==> config.mk <==
export PLATFORM = sky130hd
export DESIGN_NAME = serial_shares_deserializer_flat
export DESIGN_NICKNAME = d
export VERILOG_FILES = /design/src/rtl/serial_shares_pkg.sv /design/src/rtl/serial_shares_deserializer_if.sv /design/src/rtl/serial_shares_words_counter.sv /design/src/rtl/serial_shares_deserializer.sv /design/src/flat_wrapper.sv
export SDC_FILE = /design/constraint.sdc
export NUM_CORES = 1
export LEC_CHECK = 0
export BUFFER_PORTS_ARGS = -buffer_cell sky130_fd_sc_hd__clkbuf_2
export CAP_MARGIN = 5
export CORE_AREA = 2 2 215 217
export DETAILED_ROUTE_END_ITERATION = 8
export DIE_AREA = 0 0 217 219
export GPL_TIMING_DRIVEN = 1
export HOLD_SLACK_MARGIN = 0.15
export PLACE_DENSITY_LB_ADDON = 0.08
export SLEW_MARGIN = 25
export SYNTH_ARGS = -nofsm -noshare
export SYNTH_HDL_FRONTEND = slang
export SYNTH_SLANG_ARGS = --single-unit
export TNS_END_PERCENT = 5
==> constraint.sdc <==
create_clock -name i_clk -period 2.5 [get_ports i_clk]
set_input_delay 0 -clock i_clk [delete_from_list [all_inputs] [get_ports i_clk]]
set_output_delay 0 -clock i_clk [all_outputs]
set_load 0.005 [all_outputs]
==> src/rtl/serial_shares_pkg.sv <==
// Shared definitions for the serial masked-datapath input stage.
// Holds the deserializer FSM encoding and the parallel bus width helper.
// Ports: none (package only).
package serial_shares_pkg;

   typedef enum logic {
      ST_COLLECT = 1'b0,
      ST_FULL    = 1'b1
   } state_t;

   // Width of the assembled shared bus: every share carries the full slot count.
   function automatic int bus_bits(input int n_shares, input int words_per_share, input int word_bits);
      return n_shares * words_per_share * word_bits;
   endfunction

endpackage

==> src/rtl/serial_shares_deserializer_if.sv <==
// Handshake bundle between the serial producer, the deserializer and the core.
// Serial side: in_data/in_valid/in_ready; parallel side: out_data/out_valid/out_ready.
// Ports: master = producer + consumer side (testbench/system), slave = deserializer.
interface serial_shares_deserializer_if #(
   parameter int d                   = 2,
   parameter int WORD_BITS           = 32,
   parameter int MAX_WORDS_PER_SHARE = 8
);
   import serial_shares_pkg::*;

   localparam int BUS_BITS = bus_bits(d, MAX_WORDS_PER_SHARE, WORD_BITS);

   logic [WORD_BITS-1:0] in_data;
   logic                 in_valid;
   logic                 in_ready;
   logic [BUS_BITS-1:0]  out_data;
   logic                 out_valid;
   logic                 out_ready;

   modport master (
      output in_data, in_valid, out_ready,
      input  in_ready, out_data, out_valid
   );

   modport slave (
      input  in_data, in_valid, out_ready,
      output in_ready, out_data, out_valid
   );

endinterface

==> src/rtl/serial_shares_words_counter.sv <==
// Share-major slot address generator: word index runs 0..bound, then share advances.
// Latency: indices update on the edge that sees i_inc; no backpressure (advances on every i_inc).
// Ports: i_clk, i_rst (sync, active-high), i_inc, i_bound -> o_share_idx, o_word_idx.
module serial_shares_words_counter #(
   parameter int NBITS               = 4,
   parameter int MAX_WORDS_PER_SHARE = 8,
   parameter int d                   = 2
) (
   input  logic             i_clk,
   input  logic             i_rst,
   input  logic             i_inc,
   input  logic [NBITS-1:0] i_bound,
   output logic [NBITS-1:0] o_share_idx,
   output logic [NBITS-1:0] o_word_idx
);

   logic [NBITS-1:0] r_share_idx;
   logic [NBITS-1:0] r_word_idx;
   logic             w_word_wrap;
   logic             w_share_wrap;

   // Wrapping at the last physical slot keeps an illegal bound from walking past the bus.
   assign w_word_wrap  = (r_word_idx == i_bound) || (r_word_idx == NBITS'(MAX_WORDS_PER_SHARE - 1));
   assign w_share_wrap = (r_share_idx == NBITS'(d - 1));

   always_ff @(posedge i_clk) begin
      if (i_rst) begin
         r_share_idx <= '0;
         r_word_idx  <= '0;
      end else if (i_inc) begin
         if (w_word_wrap) begin
            r_word_idx  <= '0;
            r_share_idx <= w_share_wrap ? '0 : r_share_idx + 1'b1;
         end else begin
            r_word_idx  <= r_word_idx + 1'b1;
         end
      end
   end

   assign o_share_idx = r_share_idx;
   assign o_word_idx  = r_word_idx;

endmodule

==> src/rtl/serial_shares_deserializer.sv <==
// Collects d shares of serial words (share-major) into one parallel shared frame.
// Latency: out_valid rises the cycle after the last word is accepted.
// Backpressure: frame held, in_ready low until out_ready; release clears all slots.
// Ports: i_clk, i_rst (sync, active-high), i_words_per_share_bound, bus (slave modport).
module serial_shares_deserializer
   import serial_shares_pkg::*;
#(
   parameter int d                   = 2,
   parameter int WORD_BITS           = 32,
   parameter int MAX_WORDS_PER_SHARE = 8,
   parameter int NBITS               = 4
) (
   input  logic                          i_clk,
   input  logic                          i_rst,
   input  logic [NBITS-1:0]              i_words_per_share_bound,
   serial_shares_deserializer_if.slave   bus
);

   localparam int BUS_BITS = bus_bits(d, MAX_WORDS_PER_SHARE, WORD_BITS);

   state_t              r_state;
   logic                r_in_ready;
   logic                r_out_valid;
   logic [BUS_BITS-1:0] r_data;

   logic [NBITS-1:0]    w_share_idx;
   logic [NBITS-1:0]    w_word_idx;
   logic                w_accept;
   logic                w_last;
   logic                w_release;
   logic                w_cnt_rst;

   assign w_accept  = bus.in_valid & r_in_ready;
   assign w_last    = (w_share_idx == NBITS'(d - 1)) && (w_word_idx == i_words_per_share_bound);
   assign w_release = r_out_valid & bus.out_ready;
   assign w_cnt_rst = i_rst | w_release;

   serial_shares_words_counter #(
      .NBITS               (NBITS),
      .MAX_WORDS_PER_SHARE (MAX_WORDS_PER_SHARE),
      .d                   (d)
   ) u_counter (
      .i_clk       (i_clk),
      .i_rst       (w_cnt_rst),
      .i_inc       (w_accept),
      .i_bound     (i_words_per_share_bound),
      .o_share_idx (w_share_idx),
      .o_word_idx  (w_word_idx)
   );

   // Handshake flags are registered alongside the state so neither depends on in_valid/out_ready.
   always_ff @(posedge i_clk) begin
      if (i_rst) begin
         r_state     <= ST_COLLECT;
         r_in_ready  <= 1'b1;
         r_out_valid <= 1'b0;
      end else begin
         case (r_state)
            ST_COLLECT: begin
               if (w_accept && w_last) begin
                  r_state     <= ST_FULL;
                  r_in_ready  <= 1'b0;
                  r_out_valid <= 1'b1;
               end
            end
            ST_FULL: begin
               if (bus.out_ready) begin
                  r_state     <= ST_COLLECT;
                  r_in_ready  <= 1'b1;
                  r_out_valid <= 1'b0;
               end
            end
            default: begin
               r_state     <= ST_COLLECT;
               r_in_ready  <= 1'b1;
               r_out_valid <= 1'b0;
            end
         endcase
      end
   end

   // Slots are wiped on every frame hand-off so no share material survives into the next frame.
   always_ff @(posedge i_clk) begin
      if (i_rst || w_release) begin
         r_data <= '0;
      end else if (w_accept) begin
         for (int s = 0; s < d; s++) begin
            for (int w = 0; w < MAX_WORDS_PER_SHARE; w++) begin
               if ((w_share_idx == NBITS'(s)) && (w_word_idx == NBITS'(w))) begin
                  r_data[((s * MAX_WORDS_PER_SHARE) + w) * WORD_BITS +: WORD_BITS] <= bus.in_data;
               end
            end
         end
      end
   end

   assign bus.in_ready  = r_in_ready;
   assign bus.out_valid = r_out_valid;
   assign bus.out_data  = r_data;

endmodule

==> src/flat_wrapper.sv <==
// flat-port wrapper written by rule: the top's interface ports become plain ports
module serial_shares_deserializer_flat import serial_shares_pkg::*;
#(
   parameter int d                   = 2,
   parameter int WORD_BITS           = 32,
   parameter int MAX_WORDS_PER_SHARE = 8,
   parameter int NBITS               = 4
)
  (i_clk, i_rst, i_words_per_share_bound, bus_in_data, bus_in_valid, bus_out_ready, bus_in_ready, bus_out_data, bus_out_valid);
  serial_shares_deserializer_if #(.d(d), .WORD_BITS(WORD_BITS), .MAX_WORDS_PER_SHARE(MAX_WORDS_PER_SHARE)) bus_i ();
  input  logic i_clk;
  input  logic i_rst;
  input  logic [NBITS-1:0] i_words_per_share_bound;
  input wire logic [$bits(bus_i.in_data)-1:0] bus_in_data;
  input wire logic [$bits(bus_i.in_valid)-1:0] bus_in_valid;
  input wire logic [$bits(bus_i.out_ready)-1:0] bus_out_ready;
  output wire logic [$bits(bus_i.in_ready)-1:0] bus_in_ready;
  output wire logic [$bits(bus_i.out_data)-1:0] bus_out_data;
  output wire logic [$bits(bus_i.out_valid)-1:0] bus_out_valid;
  assign bus_i.in_data = bus_in_data;
  assign bus_i.in_valid = bus_in_valid;
  assign bus_i.out_ready = bus_out_ready;
  assign bus_in_ready = bus_i.in_ready;
  assign bus_out_data = bus_i.out_data;
  assign bus_out_valid = bus_i.out_valid;
  serial_shares_deserializer #(.d(d), .WORD_BITS(WORD_BITS), .MAX_WORDS_PER_SHARE(MAX_WORDS_PER_SHARE), .NBITS(NBITS)) u_core (.i_clk(i_clk), .i_rst(i_rst), .i_words_per_share_bound(i_words_per_share_bound), .bus(bus_i));
endmodule
---- After elaboration in Yosys (flattened, before gate mapping) ----
Index checks and enable logic that the tools add are counted.
word-level totals
  flip-flop bits (word level) ............. 523
  input port bits ......................... 40
  output and inout port bits .............. 514
  logic and storage cells ................. 89
cells by class
  add/subtract/negate cells ............... 2
  equality and inequality tests ........... 11
  multiplexer cells ....................... 11
  bitwise operators ....................... 4
  reduce and logical (&&, ||, !) cells .... 40
operator list
  kind                 number
  $reduce_and 2->1     18
  $logic_and 1x1->1    18
  $eq 4x3->1 const B   4
  $add 4x1->4 const B  2
  $eq 4x1->1 const B   2
  $eq 4x2->1 const B   2
  $logic_not 4->1      2
  $mux 4               2
  $mux 1               6
  $pmux 1 s2           3
  $eq 4x4->1           1
  $and 1x1->1          2
  $logic_or 1x1->1     2
  $ne 2x1->1 const B   1
  $ne 2x2->1 const B   1
  $not 1->1            1
  $or 1x1->1           1

---- Logic depth before layout (Yosys ltp) ----
Gate-level depths: netlist of the first run.
  depth after elaboration ................. 5
  gate-level depth with buffers ........... 8
  gate-level depth less buffers ........... 5

---- Cells and area by module ----
A second synthesis of the first run with hierarchy kept.
second synthesis, totals
  cells, all modules ...................... 1811
  area total of the unflattened synthesis .. 18880.6 µm²
modules (own cells, without submodules)
  module                       times used  cells an instance  area an instance (µm²)  sequential area each (µm²)
  serial_shares_deserializer   1           1759               18459.0                 10309.9
  serial_shares_words_counter  1           52                 421.7                   160.2

---- Least setup slack after synthesis of the first run ----
OpenSTA, ideal clock, no wires.
  path type ............................... flip-flop to flip-flop
  from .................................... reg u_core.u_counter.r_word_idx[0], in the netlist u_core.u_counter.o_word_idx[0]
  to ...................................... reg u_core.r_data[483], in the netlist u_core.bus.out_data[483]
  setup time .............................. 0.132 ns
  arrival time ............................ 1.665 ns
  required time ........................... 2.368 ns
  setup slack ............................. 0.703 ns
  cell stages (with the launch flop) ...... 8
  buffers on the path ..................... 2
  clock period less this slack ............ 1.797 ns
  cells stage by stage .................... dfxtp_1 > ha_1 > nand3b_1 > or4_1 > clkbuf_1 > buf_2 > nand2_1 > a21oi_1
between the ends
  longest elaborated chain between the ends .. 3
ends and longest elaborated chain
  what                               line                               text
  from (decl)                        serial_shares_words_counter.sv:18  logic [NBITS-1:0] r_word_idx;
  from (signal assigned)             serial_shares_words_counter.sv:35  r_word_idx <= r_word_idx + 1'b1;
  $eq 4x3->1                         serial_shares_deserializer.sv:89   if ((w_share_idx == NBITS'(s)) && (w_word_idx == NBITS'(w))) begin
  $logic_and 1x1->1                  serial_shares_deserializer.sv:89
  $reduce_and 2->1 (no source line)  -
  to (signal, indexed assignment)    serial_shares_deserializer.sv:90   r_data[((s * MAX_WORDS_PER_SHARE) + w) * WORD_BITS +: WORD_BITS] <= bus.in_data;
  to (decl)                          serial_shares_deserializer.sv:24   logic [BUS_BITS-1:0] r_data;
No other way between the ends.
A chain may end at the register's enable or synchronous reset.

---- Worst setup path in the final report of the first run ----
  from .................................... reg u_core.r_in_ready, in the netlist u_core.bus.in_ready
  to ...................................... reg u_core.r_in_ready, in the netlist u_core.bus.in_ready
between the ends
  longest elaborated chain between the ends .. 4
ends and longest elaborated chain
  what                               line                              text
  from (decl)                        serial_shares_deserializer.sv:22  logic r_in_ready;
  from (signal assigned)             serial_shares_deserializer.sv:55  r_in_ready <= 1'b1;
  from (signal assigned)             serial_shares_deserializer.sv:62  r_in_ready <= 1'b0;
  from (signal assigned)             serial_shares_deserializer.sv:69  r_in_ready <= 1'b1;
  $and 1x1->1                        serial_shares_deserializer.sv:33  assign w_accept = bus.in_valid & r_in_ready;
  $logic_and 1x1->1                  serial_shares_deserializer.sv:60  if (w_accept && w_last) begin
  $ne 2x1->1 (no source line)        -
  $reduce_and 2->1 (no source line)  -
No other way between the ends.

==> impl_metrics.yaml, run 1 <==
route:
  routedWlPerCell_microns: 20.4
  drt-met1-wl_microns: 28700
  drc: 0
  vias_per_cell: 5.15
  antenna_left: 0
  drt_iter0_drc: 1282
  wl_met3_microns: 6210
  first_pass_iters: 5
  top_layer: "met4"
  drt-total-wl_microns: 67200
  num_vias: 17000
  route.met2.wl_microns: 30200
timing:
  slew_viol_final: 0
  hold-worst-slack_ns: 0.257
  worst_pin_slew_ns: 0.974
  tns_ns: 0
  slew_headroom: 0.350
  fin_crit_sh: 0.942
  rsz0062_at_grt: "false"
  fmax_ghz: 0.425
  setup_viol: 0
  finClkSkew_ns: 0.0143
  hold_violations: 0
  finalCriticalPeriod_ns: 2.36
critical_path:
  critPathArrivalTime_ns: 2.86
  critPathMaxFanout: 9
  crit_end: "u_core.bus.in_ready$_SDFFE_PP1P_"
  worst_r2r_path_depth: 5
  crit_path_end_kind: "flip-flop"
  critPathKind: "flip-flop to flip-flop"
  critPathRequiredTime_ns: 3.00
  worstReg2RegEnd: "u_core.bus.in_ready$_SDFFE_PP1P_"
  critPathLaunch: "u_core.bus.in_ready$_SDFFE_PP1P_"
  cp-start-kind: "flip-flop"
  rrSetupSlack_ns: 0.14
  r2r_start: "u_core.bus.in_ready$_SDFFE_PP1P_"
grt:
  grt_max_degree: 95
  grt-ovfl-total: 0
  grt_pass1_vias: 15700
  antenna_found_initial: 0
  grt_pass1_wl_microns: 99300
  grt_use_total: 0.272
cts:
  cts_setup_buffers: 0
  clockRootBuffer: "clkbuf_16"
  cts_inserted_buffers: 55
  cts_max_path_buffers: 3
  hold_buffers: 42
  clk_pin_slew_ns: 0.06
  cts_tree: "built"
  cts-resized-gates: 0
  clock-sinks: 523
  cts-htree-levels: 2
  clk_latency_ns: 0.60
power:
  ir_drop_mv: 0.463
  powerDensity_nw_per_um2: 748
  leakage_uw: 0.00959
cells_and_area:
  final_cell_area_sq_um: 23600
  seqCellArea_sq_um: 10500
  instances_no_fill: 3302
  fin_nets: 2702
  n_fill_cell: 4406
  n_antenna_cell: 0
  drive_above_1_share: 0.261
  syn2layout_area_growth_pct: 30.2
  multi_input_area_sq_um: 6750
placed_design:
  place_congestion: 0.821
  numPortBuffers: 553
  placed_area_sq_um: 21300
  hpwl_microns: 46000
  dp.cells: 3159
yosys:
  synth-main-ff-cell: "dfxtp_1"
  synth_seq_cells: 523
  yosys.area.top_type_share: 0.579
  synth_edf_count: 0
  synth_area_sq_um: 18100
  synthCells: 2168
  syn-num-nets: 2212
  yosysSeqAreaShare: 0.579
  synth_area_leaders: "dfxtp_1 (58%), nand2_1 (13%), a21oi_1 (8.2%)"
  ys_types: 41
  avgSynthCellArea_sq_um: 8.34
  ys_warn_count: 0
  async_flop_share: 0
  synth_top_cell_by_area: "dfxtp_1"
hold_path:
  hold_class: "input port to flip-flop"
outcome:
  status: "finished, final reports clean"
die:
  io-pin-count: 554
  std_cell_rows: 78
  dieWidth_microns: 217
  die_area_sq_um: 47500
  die_y_microns: 219
  fp.coreArea_sq_um: 45100
  initial_core_util: 0.401
job:
  drv_cap: 0
==> synth_stat cells (3+ instances only) <==
cell type and count:
nand2b_1 3, o21ai_0 129, inv_1 3, buf_1 16, ha_1 4, nand2_1 618
and4b_1 7, nand3_1 227, buf_2 83, nand4b_2 3, xnor2_1 4, nand4_1 4
clkbuf_1 108, or4_1 3, dfxtp_1 523, nand4b_1 8, a21oi_1 296, nand4b_4 3
o21ai_1 98
==> kinds of logic (layout without fill, tap and decap cells) <==
| family | count (synthesis) | in the layout | share of synthesized area |
|---|---|---|---|
| and+or+nand+nor | 895 | 895 | 0.219 |
| AOI/OAI and AO/OA | 529 | 529 | 0.147 |
| DFF | 523 | 523 | 0.579 |
| buffers and inverters | 212 | 746 | 0.0501 |
| adders and majority gates | 4 | 4 | 0.00277 |
| xor gates and xnor gates | 4 | 4 | 0.00194 |
| muxes | 1 | 1 | 0.000553 |
==> registers in the layout (all words and copies together) (netlist names) <==
register                      cells
u_core.bus.out_valid              1
u_core.bus.out_data             512
u_core.bus.in_ready               1
u_core.r_state                    1
u_core.u_counter.o_word_idx       4
u_core.u_counter.o_share_idx      4
==> per-stage QoR <==
step                      worst slack, ns  power (uW)   util
after floorplan                     0.703        9090      -
after global placement              0.476        9460  0.472
after detailed placement            0.366        9470  0.472
after CTS                           0.126       17700  0.523
after global routing               0.0399       18200  0.523
final                               0.145       17600  0.523
==> metal layers <==
layer / track usage / vias up
met3: 0.0845 / 104
li1: - / 8249
met4: 0.0952 / 0
met1: 0.357 / 7991
met5: 0 / -
met2: 0.422 / 664
==> cell type report <==
cell class	count	share of cell area
inverters	3	0.000478
repair buffers	642	0.159
clock buffers	80	0.0697
flip-flops and latches	523	0.444
clock inverters	21	0.00829
multi-input cells	1433	0.286
well taps	600	0.0319
==> layout by cell type (no fill, tap or decap), types with 4 or more instances in the layout <==
master,instances
buf_4,31
buf_12,16
clkbuf_2,553
and4b_1,7
nand4b_1,8
clkbuf_16,57
nand2_1,618
clkbuf_1,10
nand3_1,227
dlygate4sd3_1,42
o21ai_0,129
ha_1,4
clkinv_2,13
o21ai_1,98
clkbuf_8,13
dfxtp_1,523
xnor2_1,4
a21oi_1,295
nand4_1,4
==> power breakdown <==
group	total, uW	switching (uW)	internal (uW)
sequential	8470	51.7	8420
clock	8280	3420	4860
combinational	868	620	248
total	17600	4090	13500
==> worst max-delay path: stages, from the launching register on <==
cell	delay, ns
dfxtp_1	0.52
nand4bb_1	0.37
nor3_1	0.21
or3b_1	0.41
dlygate4sd3_1	0.58
a21o_1	0.15
==> worst min path at each step <==
stage,from,endpoint,cells after the start
after global routing,i_rst,u_core.bus.in_ready$_SDFFE_PP1P_,3
after CTS,i_rst,u_core.bus.in_ready$_SDFFE_PP1P_,3
after detailed placement,i_rst,u_core.r_state$_SDFF_PP0_,2
after global placement,i_rst,u_core.bus.out_valid$_SDFFE_PP0P_,2
after floorplan,i_rst,u_core.bus.out_valid$_SDFFE_PP0P_,1
final,i_rst,u_core.bus.in_ready$_SDFFE_PP1P_,3
No activity file was read; power rests on OpenSTA's default activity.
==> run 2, diff against run 1 <==
==> constraint.sdc (replaced) <==
create_clock -name i_clk -period 2.3 [get_ports i_clk]
set_input_delay 0 -clock i_clk [delete_from_list [all_inputs] [get_ports i_clk]]
set_output_delay 0 -clock i_clk [all_outputs]
set_load 0.005 [all_outputs]
==> run 2 against run 1 <==
  * Count of clock-buffer cells in the layout grew 6
  * Clock skew grew 0.0041 ns
  * Critical path depth is the same
  * Via count shrank 0.65%
  * Combinational power grew 9.2%
  * Maximum frequency grew 6.4%
  * Hold slack gained 0.050 ns
  * Critical endpoint unchanged
  * Die area is the same
  * Flip-flop and latch count is the same
  * Cell count is the same
  * Sequential share of layout area shrank 0.27 points
  * Global-route usage shrank 0.18 points
==> impl_metrics.yaml, run 2 (same netlist as run 1, synthesis figures left out) <==
outcome:
  status: "finished, final reports clean"
cts:
  cts_setup_buffers: 0
  clk_latency_ns: 0.60
  cts_tree: "built"
  cts-htree-levels: 2
  cts_inserted_buffers: 55
  clockRootBuffer: "clkbuf_16"
  clock-sinks: 523
  cts_max_path_buffers: 3
  clk_pin_slew_ns: 0.06
cells_and_area:
  drive_above_1_share: 0.260
  n_fill_cell: 4286
  n_antenna_cell: 0
  final_cell_mix: "nand2_1 (618), clkbuf_2 (553), dfxtp_1 (522)"
  syn2layout_area_growth_pct: 31.1
  final_cell_area_sq_um: 23700
  seqCellArea_sq_um: 10500
  final_common_cell: "nand2_1"
  largest_register_ffs: 512
  fin_nets: 2704
  multi_input_area_sq_um: 6750
placed_design:
  placed_area_sq_um: 21400
  hpwl_microns: 46000
  place_congestion: 0.826
  numPortBuffers: 553
critical_path:
  path_cells: "xnor2_1 > nand4_1 > or3b_1 > dlygate4sd3_1 > a21o_1"
  rrSetupSlack_ns: 0.09
  critPathMaxFanout: 10
  critPathKind: "flip-flop to flip-flop"
  critPathArrivalTime_ns: 2.69
  cp-start-kind: "flip-flop"
  critical-path-max-stage-delay_ns: 0.60
  critPathRequiredTime_ns: 2.78
  slowest_stage: "dfxtp_1"
  crit_path_end_kind: "flip-flop"
power:
  leakage_uw: 0.00964
  power.total_uw: 19300
  ir_drop_mv: 0.609
  powerDensity_nw_per_um2: 816
route:
  routedWlPerCell_microns: 20.1
  drc: 0
  drt_iter0_drc: 1341
  drt-total-wl_microns: 66500
  first_pass_iters: 8
  num_vias: 16900
  antenna_left: 0
  vias_per_cell: 5.12
die:
  dieWidth_microns: 217
  die_area_sq_um: 47500
  fp.coreArea_sq_um: 45100
  std_cell_rows: 78
  initial_core_util: 0.401
  die_y_microns: 219
  io-pin-count: 554
grt:
  grt_max_degree: 102
  grt-ovfl-total: 0
  grt_pass1_vias: 15600
  grt_pass1_wl_microns: 98700
  grt_use_total: 0.270
  antenna_found_initial: 0
timing:
  fmax_ghz: 0.452
  fin_crit_sh: 0.962
  hold_violations: 0
  setup_viol: 0
  slew_headroom: 0.415
  rsz0062_at_grt: "false"
  finalCriticalPeriod_ns: 2.21
  tns_ns: 0
  slew_viol_final: 0
  worst_pin_slew_ns: 0.866
  finClkSkew_ns: 0.0184
  hold-worst-slack_ns: 0.307
job:
  drv_cap: 0
hold_path:
  hold_class: "input port to flip-flop"
==> run 2: worst max-delay path, delay by kind of cell, from the launching register on <==
| kind | cells | cell delay (ns) |
|---|---|---|
| XOR/XNOR | 1 | 0.19 |
| AO/OA/AOI/OAI | 1 | 0.16 |
| flip-flops | 1 | 0.60 |
| buffers and inverters | 1 | 0.57 |
| AND/OR/NAND/NOR | 2 | 0.58 |
==> run 2: repair_timing <==
item	CTS	global route
resized for setup	0	2
hold endpoints to repair	477	0
hold buffers	42	0
endpoints found under the setup margin	0	4
==> run 2: path summary, 6_finish.rpt <==
| path | startpoint | endpoint | cells after the start |
|---|---|---|---|
| setup / recovery | u_core.u_counter.o_word_idx[3]$_SDFFE_PP0P_ | u_core.bus.in_ready$_SDFFE_PP1P_ | 5 |
| hold / removal | i_rst | u_core.bus.in_ready$_SDFFE_PP1P_ | 3 |
| setup reg to reg | u_core.u_counter.o_word_idx[3]$_SDFFE_PP0P_ | u_core.bus.in_ready$_SDFFE_PP1P_ | 5 |
| hold reg to reg | u_core.bus.out_data[32]$_SDFFE_PP0P_ | u_core.bus.out_data[32]$_SDFFE_PP0P_ | 2 |
==> run 2: stage by stage <==
| stage | std cells | utilization | setup slack (ns) |
|---|---|---|---|
| 4_1_cts | 3302 | 0.526 | 0.0489 |
| 2_1_floorplan | 2168 | - | 0.503 |
| 6_report | 3302 | 0.526 | 0.0875 |
| 3_3_place_gp | 3161 | 0.475 | 0.226 |
| 3_5_place_dp | 3161 | 0.475 | 0.114 |
| 5_1_grt | 3302 | 0.526 | 0.0201 |
==> run 2: layer usage <==
layer | global-route usage | share of wire | up-vias
met5 | 0 | 0 | -
met4 | 0.0847 | 0.031 | 0
met3 | 0.0839 | 0.087 | 106
met2 | 0.428 | 0.45 | 590
met1 | 0.351 | 0.43 | 7952
li1 | - | - | 8250
==> run 2: cell type report <==
cell class / instances / area share
multi-input combinational: 1433 / 0.285
clock inverter: 13 / 0.00813
timing repair buffer: 644 / 0.162
clock buffer: 86 / 0.0711
tap: 600 / 0.0317
inverter: 3 / 0.000475
sequential: 523 / 0.442
==> run 2: where the power goes <==
| group | leakage [uW] | switching (uW) | internal, uW |
|---|---|---|---|
| sequential | 0.00422 | 53.5 | 9150 |
| clock | 0.000925 | 3640 | 5560 |
| combinational | 0.00450 | 677 | 271 |
| total | 0.00964 | 4370 | 15000 |
